===== src/rtl/i2s_mic_rx.sv =====
// I2S master receiver for a mono MEMS microphone. Generates BCLK/WS from HCLK,
// deserialises one slot of DIN (standard I2S, 1-bit delay, MSB first),
// sign-extends it and buffers it in a first-word-fall-through sample FIFO.
module i2s_mic_rx #(
   parameter int  CLK_DIV    = 4,
   parameter int  SAMPLE_W   = 24,
   parameter int  CHANNEL    = 0,
   parameter int  FIFO_DEPTH = 16,
   localparam int LVL_W      = $clog2(FIFO_DEPTH) + 1
) (
   input  logic             HCLK,
   input  logic             HRESETn,
   input  logic             en,
   output logic             BCLK,
   output logic             WS,
   input  logic             DIN,
   output logic [31:0]      sample_data,
   output logic             sample_valid,
   input  logic             sample_ready,
   output logic [LVL_W-1:0] fifo_level,
   output logic             overrun,
   input  logic             clr_overrun
);

   localparam int DIV_W = (CLK_DIV > 1) ? $clog2(CLK_DIV) : 1;
   localparam int AW    = $clog2(FIFO_DEPTH);
   // 7-bit bounds so a right-slot range ending at bit 64 cannot alias to bit 0
   localparam logic [6:0]       FIRST_BIT = 7'(CHANNEL * 32 + 1);
   localparam logic [6:0]       LAST_BIT  = 7'(CHANNEL * 32 + SAMPLE_W);
   localparam logic [DIV_W-1:0] DIV_TC    = DIV_W'(CLK_DIV - 1);
   localparam logic [AW:0]      FULL_LVL  = (AW + 1)'(FIFO_DEPTH);

   logic [DIV_W-1:0]    div_cnt_q, div_cnt_d;
   logic                bclk_q, bclk_d;
   logic [5:0]          bit_cnt_q, bit_cnt_d;
   logic [SAMPLE_W-1:0] shift_q, shift_d;
   logic [AW:0]         wr_ptr_q, wr_ptr_d, rd_ptr_q, rd_ptr_d;
   logic                overrun_q, overrun_d;
   logic [31:0]         mem_q [FIFO_DEPTH];

   logic                tc, rise, fall, cap, push;
   logic [SAMPLE_W-1:0] cap_val;
   logic [31:0]         word;
   logic [AW:0]         level;
   logic                empty, full, pop, wr_ok, drop;

   // Bit-clock events and capture window decode
   always_comb begin
      tc      = en && (div_cnt_q == DIV_TC);
      rise    = tc && !bclk_q;
      fall    = tc && bclk_q;
      cap     = rise && ({1'b0, bit_cnt_q} >= FIRST_BIT) && ({1'b0, bit_cnt_q} <= LAST_BIT);
      push    = rise && ({1'b0, bit_cnt_q} == LAST_BIT);
      // shift value including this cycle's DIN; becomes the pushed word on the last bit
      cap_val = SAMPLE_W'({shift_q, DIN});
      word    = 32'($signed(cap_val));
   end

   // Divider, frame counter and shifter next state; en=0 parks everything at zero
   always_comb begin
      div_cnt_d = div_cnt_q;
      bclk_d    = bclk_q;
      bit_cnt_d = bit_cnt_q;
      shift_d   = shift_q;
      if (!en) begin
         div_cnt_d = '0;
         bclk_d    = 1'b0;
         bit_cnt_d = '0;
         shift_d   = '0;
      end else begin
         div_cnt_d = tc ? '0 : div_cnt_q + 1'b1;
         if (tc)   bclk_d    = ~bclk_q;
         if (fall) bit_cnt_d = bit_cnt_q + 6'd1;
         if (push)     shift_d = '0;
         else if (cap) shift_d = cap_val;
      end
   end

   // FIFO control: a push into a full FIFO only lands if a pop frees a slot this cycle
   always_comb begin
      level     = wr_ptr_q - rd_ptr_q;
      empty     = (level == '0);
      full      = (level == FULL_LVL);
      pop       = !empty && sample_ready;
      wr_ok     = push && (!full || pop);
      drop      = push && full && !pop;
      wr_ptr_d  = wr_ok ? wr_ptr_q + 1'b1 : wr_ptr_q;
      rd_ptr_d  = pop ? rd_ptr_q + 1'b1 : rd_ptr_q;
      overrun_d = overrun_q;
      if (drop)             overrun_d = 1'b1;
      else if (clr_overrun) overrun_d = 1'b0;
   end

   // State registers
   always_ff @(posedge HCLK or negedge HRESETn) begin
      if (!HRESETn) begin
         div_cnt_q <= '0;
         bclk_q    <= 1'b0;
         bit_cnt_q <= '0;
         shift_q   <= '0;
         wr_ptr_q  <= '0;
         rd_ptr_q  <= '0;
         overrun_q <= 1'b0;
      end else begin
         div_cnt_q <= div_cnt_d;
         bclk_q    <= bclk_d;
         bit_cnt_q <= bit_cnt_d;
         shift_q   <= shift_d;
         wr_ptr_q  <= wr_ptr_d;
         rd_ptr_q  <= rd_ptr_d;
         overrun_q <= overrun_d;
      end
   end

   // Sample storage; no reset needed since the read port is gated by empty
   always_ff @(posedge HCLK) begin
      if (wr_ok) mem_q[wr_ptr_q[AW-1:0]] <= word;
   end

   assign BCLK         = bclk_q;
   assign WS           = bit_cnt_q[5];
   assign sample_valid = !empty;
   assign sample_data  = empty ? '0 : mem_q[rd_ptr_q[AW-1:0]];
   assign fifo_level   = level;
   assign overrun      = overrun_q;

endmodule

===== config.mk =====
export PLATFORM = sky130hd
export DESIGN_NAME = i2s_mic_rx
export DESIGN_NICKNAME = d
export VERILOG_FILES = /design/src/rtl/i2s_mic_rx.sv
export SDC_FILE = /design/constraint.sdc
export NUM_CORES = 1
export LEC_CHECK = 0
export CORE_AREA = 5 5 163 205
export CTS_CLUSTER_SIZE = 40
export DETAILED_ROUTE_END_ITERATION = 7
export DIE_AREA = 0 0 168 210
export PLACE_DENSITY = 0.77
export SYNTH_ARGS = -nofsm -noshare
export SYNTH_HDL_FRONTEND = slang
export SYNTH_SLANG_ARGS = --single-unit

===== constraint.sdc =====
create_clock -name HCLK -period 11.85 [get_ports HCLK]
set_input_delay 2.37 -clock HCLK [delete_from_list [all_inputs] [get_ports HCLK]]
set_output_delay 2.37 -clock HCLK [all_outputs]
set_load 0.005 [all_outputs]

==> Word level (Yosys, flattened, before mapping) <==
Memory sizes are Yosys's and may differ from the RTL's.
Index checks and enable logic that the tools add are counted.
Widths: inputs -> output; s select.
{ "classes": {"muxes": 14, "n_addsub": 5, "eq_ne": 6, "n_reduce_logical": 17, "order_cmp": 2, "bitwise_logic": 1} }
{ "ops": {"columns": ["cell", "n"], "rows": [
  ["$mux 23", 3],
  ["$mux 32", 1],
  ["$mux 6", 2],
  ["$add 5x1->5 const B", 2],
  ["$logic_and 1x1->1", 10],
  ["$add 6x1->6 const B", 1],
  ["$eq 6x5->1 const B", 1],
  ["$ge 6x1->1 const B", 1],
  ["$le 6x5->1 const B", 1],
  ["$mux 1", 6],
  ["$eq 5x5->1 const B", 1],
  ["$logic_not 5->1", 1],
  ["$sub 5x5->5", 1],
  ["$logic_not 1->1", 4],
  ["$mux 2", 2],
  ["$ne 2x1->1 const B", 2],
  ["$ne 3x1->1 const B", 1],
  ["$add 2x1->2 const B", 1],
  ["$eq 2x2->1 const B", 1],
  ["$reduce_bool 2->1", 1],
  ["$logic_or 1x1->1", 1],
  ["$not 1->1", 1]
]} }
{ "word_totals": {"in_bits": 6, "mem_bits_rw": 512, "mem_count": 1, "word_cells": 53, "out_inout_bits": 41, "regBits": 43} }
{ "mem_list": {"columns": ["memory", "depth", "width", "rd", "rd_ports_with_merged_regs", "write_ports", "line_no", "rtl"], "rows": [
  ["mem_q", 16, 32, 1, 0, 1, "39", "logic [31:0] mem_q [FIFO_DEPTH];"]
]} }

==> Longest topological paths before layout <==
Gate-level depths: netlist of the first run.
{ "depth": {"word_depth": 8, "mapped_depth": 13, "ltp_nobuf": 8} }

==> Worst setup path before layout of the first run <==
No wires, ideal clock.
{ "synth_path": {"path_type": "reg2out", "start": "register rd_ptr_q[2]", "end": "output port sample_data[24]", "n_path_buf": 6, "t_required_ps": 9480, "stages_incl_launch_ff": 14, "arrival_ps": 3196, "slack_ps": 6284, "path_cell_list": "dfrtp_1 > clkbuf_1 > buf_2 > inv_2 > buf_2 > ha_1 > nand2b_1 > a21oi_1 > xnor2_1 > buf_2 > nor2_2 > buf_2 > a211oi_1 > buf_4"} }
{ "synth_via": {"elab_chain_len": 3, "word_cells_on_any_way": 4, "cone_classes": "1 x add/sub; 1 x mux; 1 x reduce/logical; 1 x memory"} }
{ "synth_lines": {"columns": ["element", "line_no", "rtl"], "rows": [
  ["start: declaration", "37", "logic [AW:0] wr_ptr_q, wr_ptr_d, rd_ptr_q, rd_ptr_d;"],
  ["start signal: assignment", "110", "rd_ptr_q <= rd_ptr_d;"],
  ["$sub 5x5->5", "81", "level = wr_ptr_q - rd_ptr_q;"],
  ["named net fifo_level[4]", "20", "output logic [LVL_W-1:0] fifo_level,"],
  ["$logic_not 5->1", "82", "empty = (level == '0);"],
  ["$mux 32", "123", "assign sample_data = empty ? '0 : mem_q[rd_ptr_q[AW-1:0]];"],
  ["end: declaration", "17", "output logic [31:0] sample_data,"]
]} }
The timed path passes the listed nets, and every way through them passes these cells.

==> Final worst setup path of the first run <==
{ "layout_path": {"start": "register rd_ptr_q[1]", "end": "output port sample_data[27]"} }
{ "layout_via": {"elab_chain_len": 3, "word_cells_on_any_way": 4, "cone_classes": "1 x add/sub; 1 x mux; 1 x reduce/logical; 1 x memory"} }
{ "layout_lines": {"columns": ["element", "line_no"], "rows": [
  ["$sub 5x5->5", "81"],
  ["$logic_not 5->1", "82"],
  ["$mux 32 *", "123"]
]} }
Mark *: on every way between the ends. The rest lies on a longest branch, timed or not.

==> metrics, run 1 <==
MaxCap Viol Count 0; Req. time, crit path 9.48 ns; Seq pwr share 41.2%; EDFF count, synth 384; Worst-path clk slew 0.06 ns; worst hold path type register to register; post-synth top area share 68.2%; Initial Util 54.0%; Synth warnings 0; period utilization 59.2%; Sw Share 26.8%; RSZ-0062 raised after global routing no; total die area 0.0353 mm2; CTS-repair resized insts 0; Worst path max stage delay 0.79 ns; DRC Markers 0; launch point of the worst path rd_ptr_q[1]; Die Y-Extent 210 um; CTS Sinks 427; Post-synth top cells edfxtp_1, mux4_2, nand2_1; Worst Skew 0.0129 ns; chip width 168 um; post-synthesis cell count 844; CP Cell Sequence buf_4 -> fa_1 -> nand3b_1 -> and4bb_1 -> nor2_1 -> nor2_2 -> buf_4 -> a211oi_1 -> clkdlybuf4s50_1; Final GP Congestion 0.788; pwr dens 209 mW/mm2; CTS Buf Count 39; cell internal pwr 2.93 mW; combinational share of power 27.6%; first-pass GRT wire length 53300 um; post-synth net total 865; # rows 73; RR Startpoint rd_ptr_q[1]; top cells by area, synth edfxtp_1, mux4_2, dfrtp_1; share of cells above drive strength 1 20.6%; Initial DRC Count 756; run status finished, final reports clean; initial antenna violation count 0; Yosys cell types 44; syn_area_per_cell 20.0 um2; vias in the first global route 8574; Setup crit end kind output pin; CTS tree yes; CP dominant cell by count buf_4; register bit total from synthesis 427; Root Buffer clkbuf_16; Final nets 926; Min Clock Period, post-route 7.01 ns; final hold slack 0.445 ns; CTS Buffer Depth 3; Clk pwr share 31.2%; max-slew violations 0; f_max 143 MHz; top_reg_cell synth edfxtp_1; CTS H-tree lvls 2; Detailed Routing Iterations Pass 1 5; Vias 8161; setup TNS 0 ns; mapped cell area 0.0169 mm2; routed len/inst 25.8 um; Hold Buf Count CTS 0; P_leak 6.65 nW; Max Fanout on Critical Path 76; post-synth top area cell edfxtp_1; asr flop ratio synth 10.1%; via/cell ratio 6.05; Relative slew margins 25.8%; Tot GR Track Use 20.2%; Arrival @ worst endpoint 4.64 ns; PortBufs 46; GRT overflow 0; Ant. Diodes 0; Layout area overhead 13.1%; Antenna Violating Nets Remaining 0; pin count of the biggest net entering global routing 77; worst skew pair latency 0.54 ns; Net Switching 1.07 mW; I/O pin count 47; most common cell in the netlist edfxtp_1; Worst-Margin Slew 1.11 ns; total setup buffers inserted after CTS 0; core area 0.0313 mm2; Worst IR Drop VDD 147 uV; Final Hold Vio Count 0; endpoints failing setup 0; dpl hpwl 19100 um; WL final 34700 um; Critical-path top delay cell buf_4; HP Start div_cnt_q[0]; kind of critical path register to output pin; startpoint types register; sequential area share after synthesis 74.5%
==> routing by layer <==
metal / share of wire, % / global-route usage (%) / wire [um]
met5: 0 / 0 / 0
met4: 3.0 / 7.25 / 1050
met3: 6.3 / 3.55 / 2190
met2: 53 / 35.1 / 18500
met1: 37 / 26.0 / 12900
==> layout make-up <==
type / count / area, um2
inverters: 14 / 52.6
clock buffers: 60 / 1150
multi-input cells: 352 / 4010
repair buffers: 71 / 643
clock inverters: 12 / 150
well taps: 412 / 515
fillers: 2100 / 12200
flip-flops and latches: 427 / 12600
==> power by group through the flow <==
stage          logic [mW]  registers, mW  clock network [mW]
4_1_cts              1.13           1.65                1.27
3_3_place_gp         1.10           1.68                   0
6_report             1.10           1.65                1.25
5_1_grt              1.20           1.65                1.34
3_5_place_dp         1.12           1.68                   0
2_1_floorplan       0.737           1.67                   0
==> path summary, 6_finish.rpt <==
path,endpoint,slack (ns),cells past startpoint
worst max-delay path,sample_data[27],4.84,9
worst max register to register,mem_q[15][10],7.43,8
max in group asynchronous,rd_ptr_q[0],9.00,1
worst min register to register,div_cnt_q[0],0.44,1
worst min-delay path,div_cnt_q[0],0.44,1
min in group asynchronous,bit_cnt_q[1],2.05,1
==> worst max-delay path: cells and delay by family, from the launching register on <==
kind	cells	cell delay, ns
flops	1	0.36
buf+inv	3	1.71
fa+ha+maj	1	0.61
compound gates	1	0.77
simple gates	4	0.64
==> flip-flops by register name (all words and copies together) (netlist names) <==
name / cells
mem_q: 384
shift_q: 23
bit_cnt_q: 6
rd_ptr_q: 5
wr_ptr_q: 5
div_cnt_q: 2
BCLK: 1
overrun: 1
==> logic make-up (layout without fill, tap and decap cells) <==
family / after synthesis / in the layout / share of synthesized area, %
xor+xnor: 17 / 17 / 0.925
mux: 122 / 122 / 14.3
flops: 427 / 427 / 74.5
simple gates: 133 / 133 / 4.08
fa+ha+maj: 15 / 15 / 1.15
buf+inv: 65 / 157 / 1.83
compound gates: 65 / 65 / 3.14
==> stage by stage <==
step	util [%]	power, mW	cells	area (um2)	setup slack [ns]
CTS	61.1	4.05	1348	19100	4.71
global placement	56.9	2.78	1276	17800	5.43
detailed placement	56.9	2.80	1276	17800	5.32
global route	61.1	4.19	1348	19100	4.42
finish	61.1	4.00	1348	19100	4.84
floorplan	-	2.40	844	16900	6.28
==> layout by cell type (no fill, tap or decap), types with 5 or more instances in the layout <==
cell type        count
xor2_1               6
mux2i_1             24
clkdlybuf4s50_1     45
dfrtp_1             40
xnor2_1             10
a21oi_1              5
a22o_1              23
inv_1               12
nor2_1               5
and2_1               8
mux4_2              96
nand3_1              6
ha_1                14
clkbuf_16           40
buf_4               25
clkbuf_8             7
nand2_1             57
and3_1              37
edfxtp_1           384
a211oi_1            25
clkbuf_1            13
Note: power is estimated with default switching activity, not from simulation.
==> run 2, diff against run 1 <==
==> constraint.sdc (replaced) <==
create_clock -name HCLK -period 6.66 [get_ports HCLK]
set_input_delay 1.332 -clock HCLK [delete_from_list [all_inputs] [get_ports HCLK]]
set_output_delay 1.332 -clock HCLK [all_outputs]
set_load 0.005 [all_outputs]
==> metrics, run 2 (synthesis gave the netlist of run 1 again) <==
run status finished, final reports clean (unchanged); total setup buffers inserted after CTS 0 (unchanged); Antenna Violating Nets Remaining 0 (unchanged); Worst-path clk slew 0.07 ns (was 0.06 ns); Req. time, crit path 5.33 ns (was 9.48 ns); worst skew pair latency 0.53 ns (was 0.54 ns); CP Cell Sequence inv_1 -> ha_1 -> fa_1 -> nand2b_1 -> a21oi_1 -> xnor2_1 -> nor2_2 -> buf_4 -> a211oi_1 -> buf_4 -> clkdlybuf4s50_1 (was buf_4 -> fa_1 -> nand3b_1 -> and4bb_1 -> nor2_1 -> nor2_2 -> buf_4 -> a211oi_1 -> clkdlybuf4s50_1); share of cells above drive strength 1 20.7% (was 20.6%); core area 0.0313 mm2 (unchanged); P_leak 6.63 nW (was 6.65 nW); Worst path max stage delay 0.83 ns (was 0.79 ns); DRC Markers 0 (unchanged); Min Clock Period, post-route 5.78 ns; Worst-Margin Slew 1.12 ns (was 1.11 ns); Critical-path top delay cell xnor2_1 (was buf_4); routed len/inst 26.1 um (was 25.8 um); CTS Buf Count 38 (was 39); CTS Buffer Depth 3 (unchanged); CTS-repair resized insts 0 (unchanged); CTS tree yes (unchanged); period utilization 86.8%; # rows 73 (unchanged); Hold Buf Count CTS 0 (unchanged); Relative slew margins 25.1% (was 25.8%); kind of critical path register to output pin (unchanged); Root Buffer clkbuf_16 (unchanged); Filler cells 2168 (was 2100); f_max 173 MHz; endpoints failing setup 0 (unchanged); Detailed Routing Iterations Pass 1 5 (unchanged); max-slew violations 0 (unchanged); Tot GR Track Use 20.3% (was 20.2%); WL final 35100 um (was 34700 um); initial antenna violation count 0 (unchanged); I/O pin count 47 (unchanged); CTS Sinks 427 (unchanged); pin count of the biggest net entering global routing 53 (was 77); Initial Util 54.0% (unchanged); CTS H-tree lvls 2 (unchanged); MaxCap Viol Count 0 (unchanged); dpl hpwl 19100 um (about the same); Ant. Diodes 0 (unchanged); Initial DRC Count 877 (was 756); Die Y-Extent 210 um (unchanged); Hold Crit Depth 1 (unchanged); RSZ-0062 raised after global routing no (unchanged); PortBufs 46 (unchanged); Worst IR Drop VDD 285 uV (was 147 uV); worst hold path type register to register (unchanged); total die area 0.0353 mm2 (unchanged); Vias 8249 (was 8161); startpoint types register (unchanged); via/cell ratio 6.12 (was 6.05); Final GP Congestion 0.766 (was 0.788); max FFs per register 384 (unchanged); vias in the first global route 8690 (was 8574); Max Fanout on Critical Path 15 (was 76); pwr dens 359 mW/mm2 (was 209 mW/mm2); first-pass GRT wire length 53700 um (was 53300 um); chip width 168 um (unchanged); placed instance count 1280 (was 1276); Non-Filler Instances 1348 (unchanged); Worst Skew 0.0199 ns (was 0.0129 ns); Final nets 929 (was 926); Setup crit end kind output pin (unchanged); Layout area overhead 12.5% (was 13.1%); commonest non-fill, non-tap cell in the layout edfxtp_1 (unchanged); Final Hold Vio Count 0 (unchanged); Arrival @ worst endpoint 4.45 ns (was 4.64 ns); commonest cells after routing, fill and taps aside edfxtp_1, mux4_2, nand2_1, clkdlybuf4s50_1, dfrtp_1 (was edfxtp_1, mux4_2, nand2_1, clkdlybuf4s50_1); GRT overflow 0 (unchanged); R2R depth 9 (was 8); CP dominant cell by count buf_4 (unchanged); setup TNS 0 ns (unchanged)
## run 2: final timing paths
| path | start | to | slack (ns) |
|---|---|---|---|
| worst max-delay path | wr_ptr_q[0] | sample_data[27] | 0.88 |
| worst min-delay path | div_cnt_q[0] | div_cnt_q[0] | 0.46 |
| worst max register to register | wr_ptr_q[0] | mem_q[2][21] | 2.69 |
| worst min register to register | div_cnt_q[0] | div_cnt_q[0] | 0.46 |
| max in group asynchronous | HRESETn | rd_ptr_q[0] | 5.29 |
| min in group asynchronous | HRESETn | div_cnt_q[0] | 0.90 |
## run 2: through the flow
step	power [mW]	util [%]	area [um2]	worst slack, ns	hold slack (ns)
4_1_cts	6.90	60.8	19000	0.777	0.460
3_5_place_dp	4.83	57.0	17900	1.37	0.446
3_3_place_gp	4.82	57.0	17900	1.35	0.427
5_1_grt	7.13	60.8	19000	0.503	0.491
2_1_floorplan	4.17	-	16900	2.13	0.416
6_report	6.84	60.8	19000	0.881	0.457
## run 2: cell type report
cell class | instances | area [um2] | share of cell area (%)
clock buffer | 56 | 1080 | 5.67
multi-input combinational | 352 | 4010 | 21.0
clock inverter | 12 | 93.8 | 0.493
timing repair buffer | 75 | 673 | 3.54
sequential | 427 | 12600 | 66.3
inverter | 14 | 52.6 | 0.276
tap | 412 | 515 | 2.71
## run 2: critical path, delay by kind of cell (launching register included)
| family | cells | cell delay, ns |
|---|---|---|
| buffers and inverters | 4 | 1.24 |
| flip-flops | 1 | 0.41 |
| AND/OR/NAND/NOR | 2 | 0.56 |
| adder cells (fa/ha/maj) | 2 | 0.45 |
| XOR/XNOR | 1 | 0.83 |
| AO/OA/AOI/OAI | 2 | 0.41 |
## run 2: power by group
part           total, mW  internal (mW)  switching [mW]
sequential          2.91           2.90          0.0111
combinational       1.84          0.915           0.929
clock               2.08           1.17           0.916
total               6.84           4.98            1.86
## run 2: layer usage
layer	up-vias	global-route usage, %	part of all wire [%]
met5	-	0	0
met1	4322	28.0	38
met3	45	3.26	7.5
li1	3535	-	-
met2	347	34.6	52
met4	0	4.68	1.8
==> run 3, diff against run 2 <==
==> config.mk (replaced) <==
export PLATFORM = sky130hd
export DESIGN_NAME = i2s_mic_rx
export DESIGN_NICKNAME = d
export VERILOG_FILES = /design/src/rtl/i2s_mic_rx.sv
export SDC_FILE = /design/constraint.sdc
export NUM_CORES = 1
export LEC_CHECK = 0
export CORE_AREA = 5 5 155 195
export CTS_CLUSTER_SIZE = 40
export DETAILED_ROUTE_END_ITERATION = 7
export DIE_AREA = 0 0 160 200
export PLACE_DENSITY = 0.83
export SYNTH_ARGS = -nofsm -noshare
export SYNTH_HDL_FRONTEND = slang
export SYNTH_SLANG_ARGS = --single-unit
==> metrics, run 3 (synthesis gave the netlist of run 1 again) <==
run status finished, final reports clean (unchanged); dpl cell area 0.0178 mm2 (was 0.0179 mm2); Tot GR Track Use 23.7% (was 20.3%); chip width 160 um (was 168 um); worst skew pair latency 0.54 ns (was 0.53 ns); Ant. Diodes 0 (unchanged); RSZ-0062 raised after global routing no (unchanged); Worst IR Drop VDD 246 uV (was 285 uV); Worst-Margin Slew 1.13 ns (was 1.12 ns); CTS H-tree lvls 2 (unchanged); P_leak 6.65 nW (was 6.63 nW); Setup crit end kind output pin (unchanged); first-pass GRT wire length 56100 um (was 53700 um); setup TNS 0 ns (unchanged); Initial Util 60.3% (was 54.0%); routed len/inst 28.5 um (was 26.1 um); core area 0.0281 mm2 (was 0.0313 mm2); total setup buffers inserted after CTS 0 (unchanged); pin count of the biggest net entering global routing 76 (was 53); total die area 0.0320 mm2 (was 0.0353 mm2); GRT met2 Usage 39.9% (was 34.6%); f_max 170 MHz (was 173 MHz); endpoints failing setup 0 (unchanged); WL final 36800 um (was 35100 um); commonest non-fill, non-tap cell in the layout edfxtp_1 (unchanged); Arrival @ worst endpoint 4.54 ns (was 4.45 ns); Layout area overhead 12.5% (about the same); met1 usage 31.3% (was 28.0%); startpoint types register (unchanged); busiest grt layer met2 (unchanged); Relative slew margins 24.4% (was 25.1%); MaxCap Viol Count 0 (unchanged); Root Buffer clkbuf_16 (unchanged); max-slew violations 0 (unchanged); Detailed Routing Iterations Pass 1 5 (unchanged); Worst Skew 0.0186 ns (was 0.0199 ns); Final Hold Vio Count 0 (unchanged); DRC Markers 0 (unchanged); Final GP Congestion 0.802 (was 0.766); CTS Sinks 427 (unchanged); I/O pin count 47 (unchanged); share of cells above drive strength 1 20.6% (was 20.7%); Antenna Violating Nets Remaining 0 (unchanged); Final nets 928 (was 929); Worst-path clk slew 0.06 ns (was 0.07 ns); Die Y-Extent 200 um (was 210 um); GRT overflow 0 (unchanged); commonest cells after routing, fill and taps aside edfxtp_1, mux4_2, nand2_1, clkdlybuf4s50_1, clkbuf_16 (was edfxtp_1, mux4_2, nand2_1, clkdlybuf4s50_1, dfrtp_1); Req. time, crit path 5.33 ns (about the same); Hold Buf Count CTS 0 (unchanged); via/cell ratio 6.58 (was 6.12); dpl hpwl 18800 um (was 19100 um); CTS-repair resized insts 0 (unchanged); fin area 0.0190 mm2 (about the same); CTS Buffer Depth 3 (unchanged); Initial DRC Count 1010 (was 877); PortBufs 46 (unchanged); period utilization 88.2% (was 86.8%); Vias 8497 (was 8249); # rows 69 (was 73); initial antenna violation count 0 (unchanged); CTS tree yes (unchanged); max FFs per register 384 (unchanged); CTS Buf Count 40 (was 38); kind of critical path register to output pin (unchanged); Max Fanout on Critical Path 33 (was 15); vias in the first global route 9196 (was 8690); Pwr Total 6.97 mW (was 6.84 mW); M3 GR Usage 4.97% (was 3.26%); worst hold path type register to register (unchanged); Min Clock Period, post-route 5.87 ns (was 5.78 ns); pwr dens 366 mW/mm2 (was 359 mW/mm2)
==> run 3: cell count changes in the layout (fill, tap and decap cells not counted), moves of 2 or more <==
cell	change
clkbuf_16	+2
clkinv_2	-2
clkbuf_8	+2
clkinvlp_4	+2
inv_6	-2
clkbuf_1	+3
buf_4	-3
==> run 3: where the power goes <==
group          switching [mW]  total (mW)  leakage, nW  internal [mW]
Sequential             0.0692        2.97         4.21           2.90
Clock                   0.928        2.21        0.613           1.28
Combinational           0.874        1.78         1.83          0.910
Total                    1.87        6.97         6.65           5.09
==> run 3: critical path, cell delays in order, from the launching register on <==
cell and delay (ns):
dfrtp_4 0.85, ha_1 0.30, fa_1 0.47, nand3b_1 0.13, and4bb_1 0.23, nor2_1 0.24
nor2_2 0.22, a211oi_1 0.88, clkdlybuf4s50_1 0.68
==> run 3: path summary, 6_finish.rpt <==
kind                                   end         start  slack [ns]  depth (start not counted)
max in group asynchronous      rd_ptr_q[0]       HRESETn        4.80                          1
min reg2reg                   div_cnt_q[0]  div_cnt_q[0]        0.45                          1
min                           div_cnt_q[0]  div_cnt_q[0]        0.45                          1
max                        sample_data[30]   rd_ptr_q[0]        0.79                          8
max reg2reg                    mem_q[2][1]   rd_ptr_q[0]        2.39                          8
min in group asynchronous       shift_q[9]       HRESETn        1.04                          1
==> run 3: through the flow <==
stage	std cells	worst slack, ns	util, %	hold WS [ns]
final	1292	0.788	67.8	0.446
after global routing	1292	0.396	67.8	0.470
after CTS	1292	0.728	67.8	0.454
after detailed placement	1220	1.33	63.3	0.446
after global placement	1220	1.43	63.3	0.426
after floorplan	844	2.13	-	0.416
==> run 3: final cells by class <==
| class | count | area, um2 |
|---|---|---|
| clock buffers | 63 | 1170 |
| inverters | 14 | 52.6 |
| clock inverters | 9 | 98.8 |
| flip-flops and latches | 427 | 12600 |
| well taps | 355 | 444 |
| repair buffers | 72 | 651 |
| fillers | 1659 | 9020 |
| multi-input cells | 352 | 4010 |
==> run 3: metal layers <==
metal / part of all wire (%) / vias to the layer above
met3: 9.1 / 86
met1: 37 / 4392
met5: 0 / -
li1: - / 3534
met2: 51 / 485
met4: 3.2 / 0
